<file path="config.mk">
export PLATFORM = sky130hd
export DESIGN_NAME = pin_capture
export DESIGN_NICKNAME = d
export VERILOG_FILES = /design/src/rtl/pin_capture_pkg.sv /design/src/rtl/pin_capture_filter.sv /design/src/rtl/pin_capture.sv
export SDC_FILE = /design/constraint.sdc
export NUM_CORES = 1
export LEC_CHECK = 0
export CAP_MARGIN = 40
export CELL_PAD_IN_SITES_DETAIL_PLACEMENT = 1
export CELL_PAD_IN_SITES_GLOBAL_PLACEMENT = 2
export CORE_MARGIN = 8
export CORE_UTILIZATION = 44
export CTS_CLUSTER_SIZE = 14
export DETAILED_ROUTE_END_ITERATION = 12
export PLACE_DENSITY = 0.81
export SLEW_MARGIN = 20
export SYNTH_ARGS = -nofsm -noshare
export SYNTH_HDL_FRONTEND = slang
export SYNTH_HIERARCHICAL = 1
export SYNTH_SLANG_ARGS = --single-unit
export TNS_END_PERCENT = 1
</file>
<file path="constraint.sdc">
create_clock -name clk -period 4.1 [get_ports clk]
set_input_delay 0.82 -clock clk [delete_from_list [all_inputs] [get_ports clk]]
set_output_delay 0.82 -clock clk [all_outputs]
set_load 0.05 [all_outputs]
</file>
<file path="src/rtl/pin_capture_pkg.sv">
// Shared types and width helpers for the pin_capture logic-analyser front end.
// Optional feature macro: PIN_CAPTURE_TIMESTAMP_EN (timestamped FIFO entries).
package pin_capture_pkg;

`ifdef PIN_CAPTURE_TIMESTAMP_EN
    localparam bit TS_EN = 1'b1;
`else
    localparam bit TS_EN = 1'b0;
`endif

    // Storage policy applied on each sample tick
    typedef enum logic {
        MODE_ALL    = 1'b0,
        MODE_CHANGE = 1'b1
    } cap_mode_e;

    // FIFO entry width: {timestamp, filtered} when timestamps are built, else {filtered}
    function automatic int entry_w(input int channels, input int ts_width);
        return TS_EN ? channels + ts_width : channels;
    endfunction

    // Occupancy counter width: must represent 0..DEPTH inclusive
    function automatic int level_w(input int depth);
        return $clog2(depth) + 1;
    endfunction

endpackage

</file>
<file path="src/rtl/pin_capture_filter.sv">
// pin_filter: one channel of 2-flop synchroniser followed by a hysteresis filter.
// The output only moves once the last FILTER_LEN synchronised samples agree.
module pin_filter
    import pin_capture_pkg::*;
#(
    parameter int FILTER_LEN = 2
) (
    input  logic clk,
    input  logic rst,
    input  logic pin,
    output logic filt
);

    logic [1:0]            sync;
    logic [FILTER_LEN-1:0] win;

    // Two-flop synchroniser for the asynchronous pin level
    always_ff @(posedge clk or negedge rst) begin
        if (!rst) sync <= '0;
        else      sync <= {sync[0], pin};
    end

    // The window is the FILTER_LEN-1 stored samples plus the newest synchronised one,
    // so a clean edge reaches filt after 2+FILTER_LEN cycles.
    generate
        if (FILTER_LEN == 1) begin : g_nohist
            assign win = sync[1];
        end else begin : g_hist
            logic [FILTER_LEN-2:0] hist;

            // Sample history shift register
            always_ff @(posedge clk or negedge rst) begin
                if (!rst) hist <= '0;
                else      hist <= win[FILTER_LEN-2:0];
            end

            assign win = {hist, sync[1]};
        end
    endgenerate

    // Hysteresis: follow only unanimous windows, otherwise hold
    always_ff @(posedge clk or negedge rst) begin
        if (!rst)        filt <= 1'b0;
        else if (&win)   filt <= 1'b1;
        else if (~|win)  filt <= 1'b0;
    end

endmodule

</file>
<file path="src/rtl/pin_capture.sv">
// pin_capture: synchronise + glitch-filter the pin bank, sample on a programmable
// tick and queue snapshots in a first-word-fall-through FIFO for the SPI side.
// Optional feature macro: PIN_CAPTURE_TIMESTAMP_EN adds a wrapping timestamp to each
// entry and a mode-1 time-reference marker push when the timestamp is all ones.
module pin_capture
    import pin_capture_pkg::*;
#(
    parameter int CHANNELS   = 8,
    parameter int FILTER_LEN = 2,
    parameter int DEPTH      = 16,
    parameter int TS_WIDTH   = 16,
    parameter int DIV_WIDTH  = 16
) (
    input  logic                                   clk,
    input  logic                                   rst,
    input  logic [CHANNELS-1:0]                    pins_in,
    input  logic                                   enable,
    input  logic [DIV_WIDTH-1:0]                   sample_div,
    input  logic                                   mode,
    input  logic                                   rd_en,
    output logic [entry_w(CHANNELS, TS_WIDTH)-1:0] rd_data,
    output logic                                   rd_valid,
    output logic [level_w(DEPTH)-1:0]              level,
    output logic                                   overflow,
    input  logic                                   clear_overflow,
    output logic [CHANNELS-1:0]                    filtered
);

    localparam int ENTRY_W = entry_w(CHANNELS, TS_WIDTH);
    localparam int LEVEL_W = level_w(DEPTH);
    localparam int PTR_W   = $clog2(DEPTH);

    // ---------------- per-channel front end ----------------
    generate
        for (genvar gi = 0; gi < CHANNELS; gi++) begin : g_ch
            pin_filter #(.FILTER_LEN(FILTER_LEN)) u_filt (
                .clk  (clk),
                .rst  (rst),
                .pin  (pins_in[gi]),
                .filt (filtered[gi])
            );
        end
    endgenerate

    // ---------------- tick generator ----------------
    logic [DIV_WIDTH-1:0] div_cnt;
    logic                 tick;

    // ">=" makes a sample_div lowered below div_cnt fire on the very next cycle
    assign tick = enable && (div_cnt >= sample_div);

    // Divider: held at 0 while stopped, restarts after every tick
    always_ff @(posedge clk or negedge rst) begin
        if (!rst)                div_cnt <= '0;
        else if (!enable || tick) div_cnt <= '0;
        else                     div_cnt <= div_cnt + DIV_WIDTH'(1);
    end

    // ---------------- run-start tracking ----------------
    logic en_q, first_pend, rise, first;

    assign rise  = enable && !en_q;
    assign first = rise || first_pend;

    // Remember that the first tick after enable rose has not happened yet
    always_ff @(posedge clk or negedge rst) begin
        if (!rst) begin
            en_q       <= 1'b0;
            first_pend <= 1'b0;
        end else begin
            en_q <= enable;
            if (tick)      first_pend <= 1'b0;
            else if (rise) first_pend <= 1'b1;
        end
    end

    // ---------------- timestamp / entry formation ----------------
    logic [ENTRY_W-1:0] entry;
    logic               marker;

`ifdef PIN_CAPTURE_TIMESTAMP_EN
    logic [TS_WIDTH-1:0] ts_cnt, ts_cur;

    // On the rise cycle the count is treated as 0 so a same-cycle tick stamps ts 0
    assign ts_cur = rise ? '0 : ts_cnt;
    assign marker = &ts_cur;
    assign entry  = {ts_cur, filtered};

    // Timestamp advances per tick and wraps naturally
    always_ff @(posedge clk or negedge rst) begin
        if (!rst)      ts_cnt <= '0;
        else if (tick) ts_cnt <= ts_cur + TS_WIDTH'(1);
        else if (rise) ts_cnt <= '0;
    end
`else
    assign marker = 1'b0;
    assign entry  = filtered;
`endif

    // ---------------- push decision ----------------
    logic [CHANNELS-1:0] last_push;
    logic                push_req;

    assign push_req = tick && ((cap_mode_e'(mode) == MODE_ALL) || (filtered != last_push)
                               || first || marker);

    // Last value offered to the FIFO, for change-only mode
    always_ff @(posedge clk or negedge rst) begin
        if (!rst)          last_push <= '0;
        else if (push_req) last_push <= filtered;
    end

    // ---------------- FIFO ----------------
    logic [ENTRY_W-1:0] mem [DEPTH];
    logic [PTR_W-1:0]   wr_ptr, rd_ptr;
    logic [LEVEL_W-1:0] lvl;
    logic               full, do_pop, do_wr, drop;

    assign rd_valid = (lvl != '0);
    assign full     = (lvl == LEVEL_W'(DEPTH));
    assign do_pop   = rd_en && rd_valid;
    // A pop frees the slot in the same cycle, so a full FIFO still accepts
    assign do_wr    = push_req && (!full || do_pop);
    assign drop     = push_req && full && !do_pop;
    assign level    = lvl;
    assign rd_data  = rd_valid ? mem[rd_ptr] : '0;

    // Storage array; contents are only observable through rd_valid, so no reset
    always_ff @(posedge clk) begin
        if (do_wr) mem[wr_ptr] <= entry;
    end

    // Pointers, occupancy and sticky overflow
    always_ff @(posedge clk or negedge rst) begin
        if (!rst) begin
            wr_ptr   <= '0;
            rd_ptr   <= '0;
            lvl      <= '0;
            overflow <= 1'b0;
        end else begin
            if (do_wr)  wr_ptr <= wr_ptr + PTR_W'(1);
            if (do_pop) rd_ptr <= rd_ptr + PTR_W'(1);
            if (do_wr && !do_pop)      lvl <= lvl + LEVEL_W'(1);
            else if (!do_wr && do_pop) lvl <= lvl - LEVEL_W'(1);
            // A drop in the same cycle as a clear keeps the flag set
            if (drop)                 overflow <= 1'b1;
            else if (clear_overflow)  overflow <= 1'b0;
        end
    end

endmodule

</file>
==> results.yml <==
power_and_ir_drop:
  total_power_mw: 5.779
  total_leakage_power_nw: 3.914
  cellInternalPower_mw: 3.971
  seq_power_share: 0.421
  power_frac_clock: 0.275
  power.share.switching: 0.3129
  total_switching_power_mw: 1.808
  combPwrFrac: 0.304
  power-per-cell-area_nw_per_um2: 583.0
  peakVddDrop_uv: 308.2
placed_design:
  hpwl_after_detailed_placement_mm: 12.66
  io_buffer_count: 52
  last_weighted_congestion_value_of_the_routability_driven_placer: 0.7622
floorplanning:
  start_util: 0.4482
  chipHeight_um: 153.8
  top_level_ports: 53
  floorplan.core_area_um2: 18640
  dieWidth_um: 153.8
  fp-row-count: 50
  fp.dieArea_um2: 23660
synth:
  syn_area_um2: 8356
  synthDominantAreaCellType: "sky130_fd_sc_hd__edfxtp_1"
  yosys-top-cells-area: "sky130_fd_sc_hd__edfxtp_1, sky130_fd_sc_hd__dfrtp_1, sky130_fd_sc_hd__mux4_2"
  synthDistinctLibCells: 40
  ys.warnings.count: 6
  ys_seq_area_frac: 0.6757
  ys_ff_latch: 200
  avgSynthCellArea_um2: 17.26
  number_of_standard_cells_after_synthesis: 484
  netlist.area_leader.share: 0.4600
  syn-num-nets: 549
drt:
  vias_per_cell: 5.393
  postRouteWirelength_mm: 17.97
  drcViolationCount: 0
  avgRoutedWirePerCell_um: 21.99
  final_antenna_net_count: 0
  routed-via-count: 4406
  drt-pass1-iter-count: 5
  drtIter0Drc: 214
setup_path:
  reg2reg_setup_slack_ps: 640
  crit_path_category: "register to output pin"
  timing.critical_path.slowest_cell_delay_ps: 700
  critical_path_fanouts_max: 12
  critical_path.endpoint_type: "output pin"
  worstSetupStartpointType: "register"
  worst-endpoint-required_ps: 3280
  timing.critical_path.mode_cell: "sky130_fd_sc_hd__mux4_2"
  arrival_ps: 3130
  crit-reg2reg-capture: "level[4]"
  ff2ff_path_depth: 14
  cpMaxStageDelayCell: "sky130_fd_sc_hd__clkdlybuf4s50_1"
  regToRegStartpoint: "div_cnt[11]"
  path_cells: "buf_4 > mux4_2 > mux4_2 > and2_1 > clkdlybuf4s50_1"
timing:
  rsz_0062_raised_after_global_routing: "no"
  final-max-slew-violation-count: 0
  setup-violations-final: 0
  relSlewSlack: 0.5282
  final.period_utilization: 0.9646
  max_freq_mhz: 252.9
  timing_worst_slew_pin_value_ps: 707.8
  finalWorstPathRequiredPeriod_ps: 3955
  clock-skew-final_ps: 11.53
  number_of_endpoints_with_negative_hold_slack_in_the_final_report: 0
clock_network:
  cts.clk_slew.worst_paths_ps: 70
  number_of_buffers_created_by_cts: 17
  tritoncts: "done"
  clk_path_buf_depth: 2
  cts-htree-levels: 4
  post_cts.resized_instances: 0
  cts.repair_timing.setup_buffer_count: 0
  cts_root_buffer: "sky130_fd_sc_hd__clkbuf_16"
  cts.hold.buffers_added: 0
  tritoncts_num_sinks: 200
  clock_latency_ps: 430
layout:
  diodes: 0
  area_overhead_vs_synth_pct: 18.64
  n_fill_cell: 1746
  layout-drive-gt1-share: 0.1938
  design.final.nets: 635
  utilization: 0.5317
min_path:
  worstHoldPathType: "input port to asynchronous set/reset pin"
grt:
  grt_use_total: 0.1609
  grt_pass1_vias: 5127
  grt_start_max_net_pins: 47
  antenna_found_initial: 0
  globalRouteOverflowTotal: 0
  grt_first_pass_wirelength_mm: 28.76
run:
  drv_cap: 0
status:
  result_of_the_run: "complete, no violations"
==> placed cells by master, fill, tap and decap left out, types with 3 or more instances in the layout <==
cell                              netlist  layout
sky130_fd_sc_hd__a21oi_1               13      13
sky130_fd_sc_hd__and2_1                11      11
sky130_fd_sc_hd__and3_1                19      19
sky130_fd_sc_hd__and4_1                 5       5
sky130_fd_sc_hd__buf_4                  2      30
sky130_fd_sc_hd__clkbuf_16              0      17
sky130_fd_sc_hd__clkdlybuf4s50_1        0      51
sky130_fd_sc_hd__clkinv_1               0       5
sky130_fd_sc_hd__clkinvlp_4             0       3
sky130_fd_sc_hd__dfrtp_1               72      71
sky130_fd_sc_hd__edfxtp_1             128     128
sky130_fd_sc_hd__ha_1                  34      34
sky130_fd_sc_hd__inv_1                 23      23
sky130_fd_sc_hd__mux2_1                 9       9
sky130_fd_sc_hd__mux2_4                 8       8
sky130_fd_sc_hd__mux4_2                40      40
sky130_fd_sc_hd__nand2_1               16      16
sky130_fd_sc_hd__nand3_1                6       6
sky130_fd_sc_hd__nand4_1                6       6
sky130_fd_sc_hd__nor2_1                17      17
sky130_fd_sc_hd__nor4_1                 3       3
sky130_fd_sc_hd__o21ai_0                7       7
sky130_fd_sc_hd__xnor2_1               13      13
sky130_fd_sc_hd__xor2_1                18      18
==> how the worst max path moves through the flow <==
| stage | startpoint | end | slack (ps) |
|---|---|---|---|
| 2_1_floorplan | sample_div[15] | level[4] | 190 |
| 3_3_place_gp | sample_div[10] | level[4] | -130 |
| 3_5_place_dp | sample_div[10] | level[4] | -250 |
| 4_1_cts | rd_ptr[0] | rd_data[0] | 10 |
| 5_1_grt | rd_ptr[0] | rd_data[0] | 20 |
| 6_report | rd_ptr[0] | rd_data[0] | 150 |
==> final cells by class <==
class                   instances  area [um2]  share of cell area
well taps                     234       292.8             0.02953
flip-flops and latches        200        5649              0.5699
multi-input cells             245        2542              0.2565
repair buffers                 83       783.3             0.07901
clock buffers                  17       425.4             0.04291
inverters                      23       86.33            0.008709
clock inverters                15       133.9             0.01350
==> flip-flops by register name, indices dropped and copies added, names as in the netlist <==
register	cells
div_cnt	16
en_q	1
first_pend	1
g_ch.u_filt/filt	8
g_ch.u_filt/g_hist.hist	8
g_ch.u_filt/sync	16
last_push	8
level	5
mem	128
overflow	1
rd_ptr	4
wr_ptr	4
==> cell families (layout without fill, tap and decap cells) <==
logic type                 after synthesis  in the layout  synth area share
and+or+nand+nor                         95             95           0.06484
buffers and inverters                   39            138           0.02006
DFF                                    200            200            0.6757
xor gates and xnor gates                31             31           0.03249
muxes                                   58             58            0.1357
adders and majority gates               35             35           0.05331
AOI/OAI and AO/OA                       26             26           0.01797
==> per-layer routing <==
| layer | vias up | track usage | routed length (um) |
|---|---|---|---|
| met5 | - | 0 | 0 |
| met4 | 0 | 0.06300 | 433 |
| met3 | 28 | 0.03896 | 522 |
| met2 | 69 | 0.2945 | 9710 |
| met1 | 2302 | 0.1771 | 7298 |
| li1 | 2007 | - | - |
==> critical path, delay by kind of cell (launching register included) <==
| kind | cells | cell delay (ps) |
|---|---|---|
| flops | 1 | 580 |
| simple gates | 1 | 170 |
| mux | 2 | 990 |
| buf+inv | 2 | 970 |
==> through the flow <==
stage / setup WS [ps] / area (um2) / hold slack [ps] / TNS [ps] / cells
after floorplan: 191.2 / 8356 / 331.2 / 0 / 484
after global routing: 18.21 / 9913 / 319.9 / 0 / 817
after global placement: -129.5 / 9324 / 334.2 / -193.9 / 784
final: 145.2 / 9913 / 310.0 / 0 / 817
after detailed placement: -245.8 / 9351 / 337.9 / -396.8 / 785
after CTS: 11.92 / 9911 / 307.5 / 0 / 817
==> synth_stat cells <==
master                      instances
sky130_fd_sc_hd__inv_1             23
sky130_fd_sc_hd__or3_1              2
sky130_fd_sc_hd__buf_6              1
sky130_fd_sc_hd__fa_1               1
sky130_fd_sc_hd__edfxtp_1         128
sky130_fd_sc_hd__nand2b_1           2
sky130_fd_sc_hd__mux2_4             8
sky130_fd_sc_hd__clkbuf_1           7
sky130_fd_sc_hd__nor2_1            17
sky130_fd_sc_hd__and4_4             1
sky130_fd_sc_hd__and3_1            19
sky130_fd_sc_hd__nand4_1            6
sky130_fd_sc_hd__ha_1              34
sky130_fd_sc_hd__mux4_2            40
sky130_fd_sc_hd__buf_1              1
sky130_fd_sc_hd__o21ai_0            7
sky130_fd_sc_hd__nand3_4            1
sky130_fd_sc_hd__buf_4              2
sky130_fd_sc_hd__o21a_1             1
sky130_fd_sc_hd__a21o_1             2
sky130_fd_sc_hd__mux2_1             9
sky130_fd_sc_hd__nand2_1           16
sky130_fd_sc_hd__o22ai_1            1
sky130_fd_sc_hd__a2111oi_0          1
sky130_fd_sc_hd__and4b_1            1
sky130_fd_sc_hd__nand3b_1           1
sky130_fd_sc_hd__a21oi_1           13
sky130_fd_sc_hd__dfrtp_1           72
sky130_fd_sc_hd__xor2_1            18
sky130_fd_sc_hd__mux2_2             1
sky130_fd_sc_hd__and4_1             5
sky130_fd_sc_hd__nand3_1            6
sky130_fd_sc_hd__or4_4              1
sky130_fd_sc_hd__buf_2              5
sky130_fd_sc_hd__o211ai_2           1
sky130_fd_sc_hd__xnor2_1           13
sky130_fd_sc_hd__nor4_1             3
sky130_fd_sc_hd__nor3_1             1
sky130_fd_sc_hd__and2_1            11
sky130_fd_sc_hd__nor2b_1            2
==> power groups by stage <==
stage               Combinational (mW)  Clock (mW)  Sequential [mW]
floorplan                         1.16           0             2.50
global placement                  1.74           0             2.47
detailed placement                1.78           0             2.48
CTS                               1.79        1.63             2.44
global route                      1.88        1.70             2.46
finish                            1.76        1.59             2.43
Power figures use the tool's default switching activity.
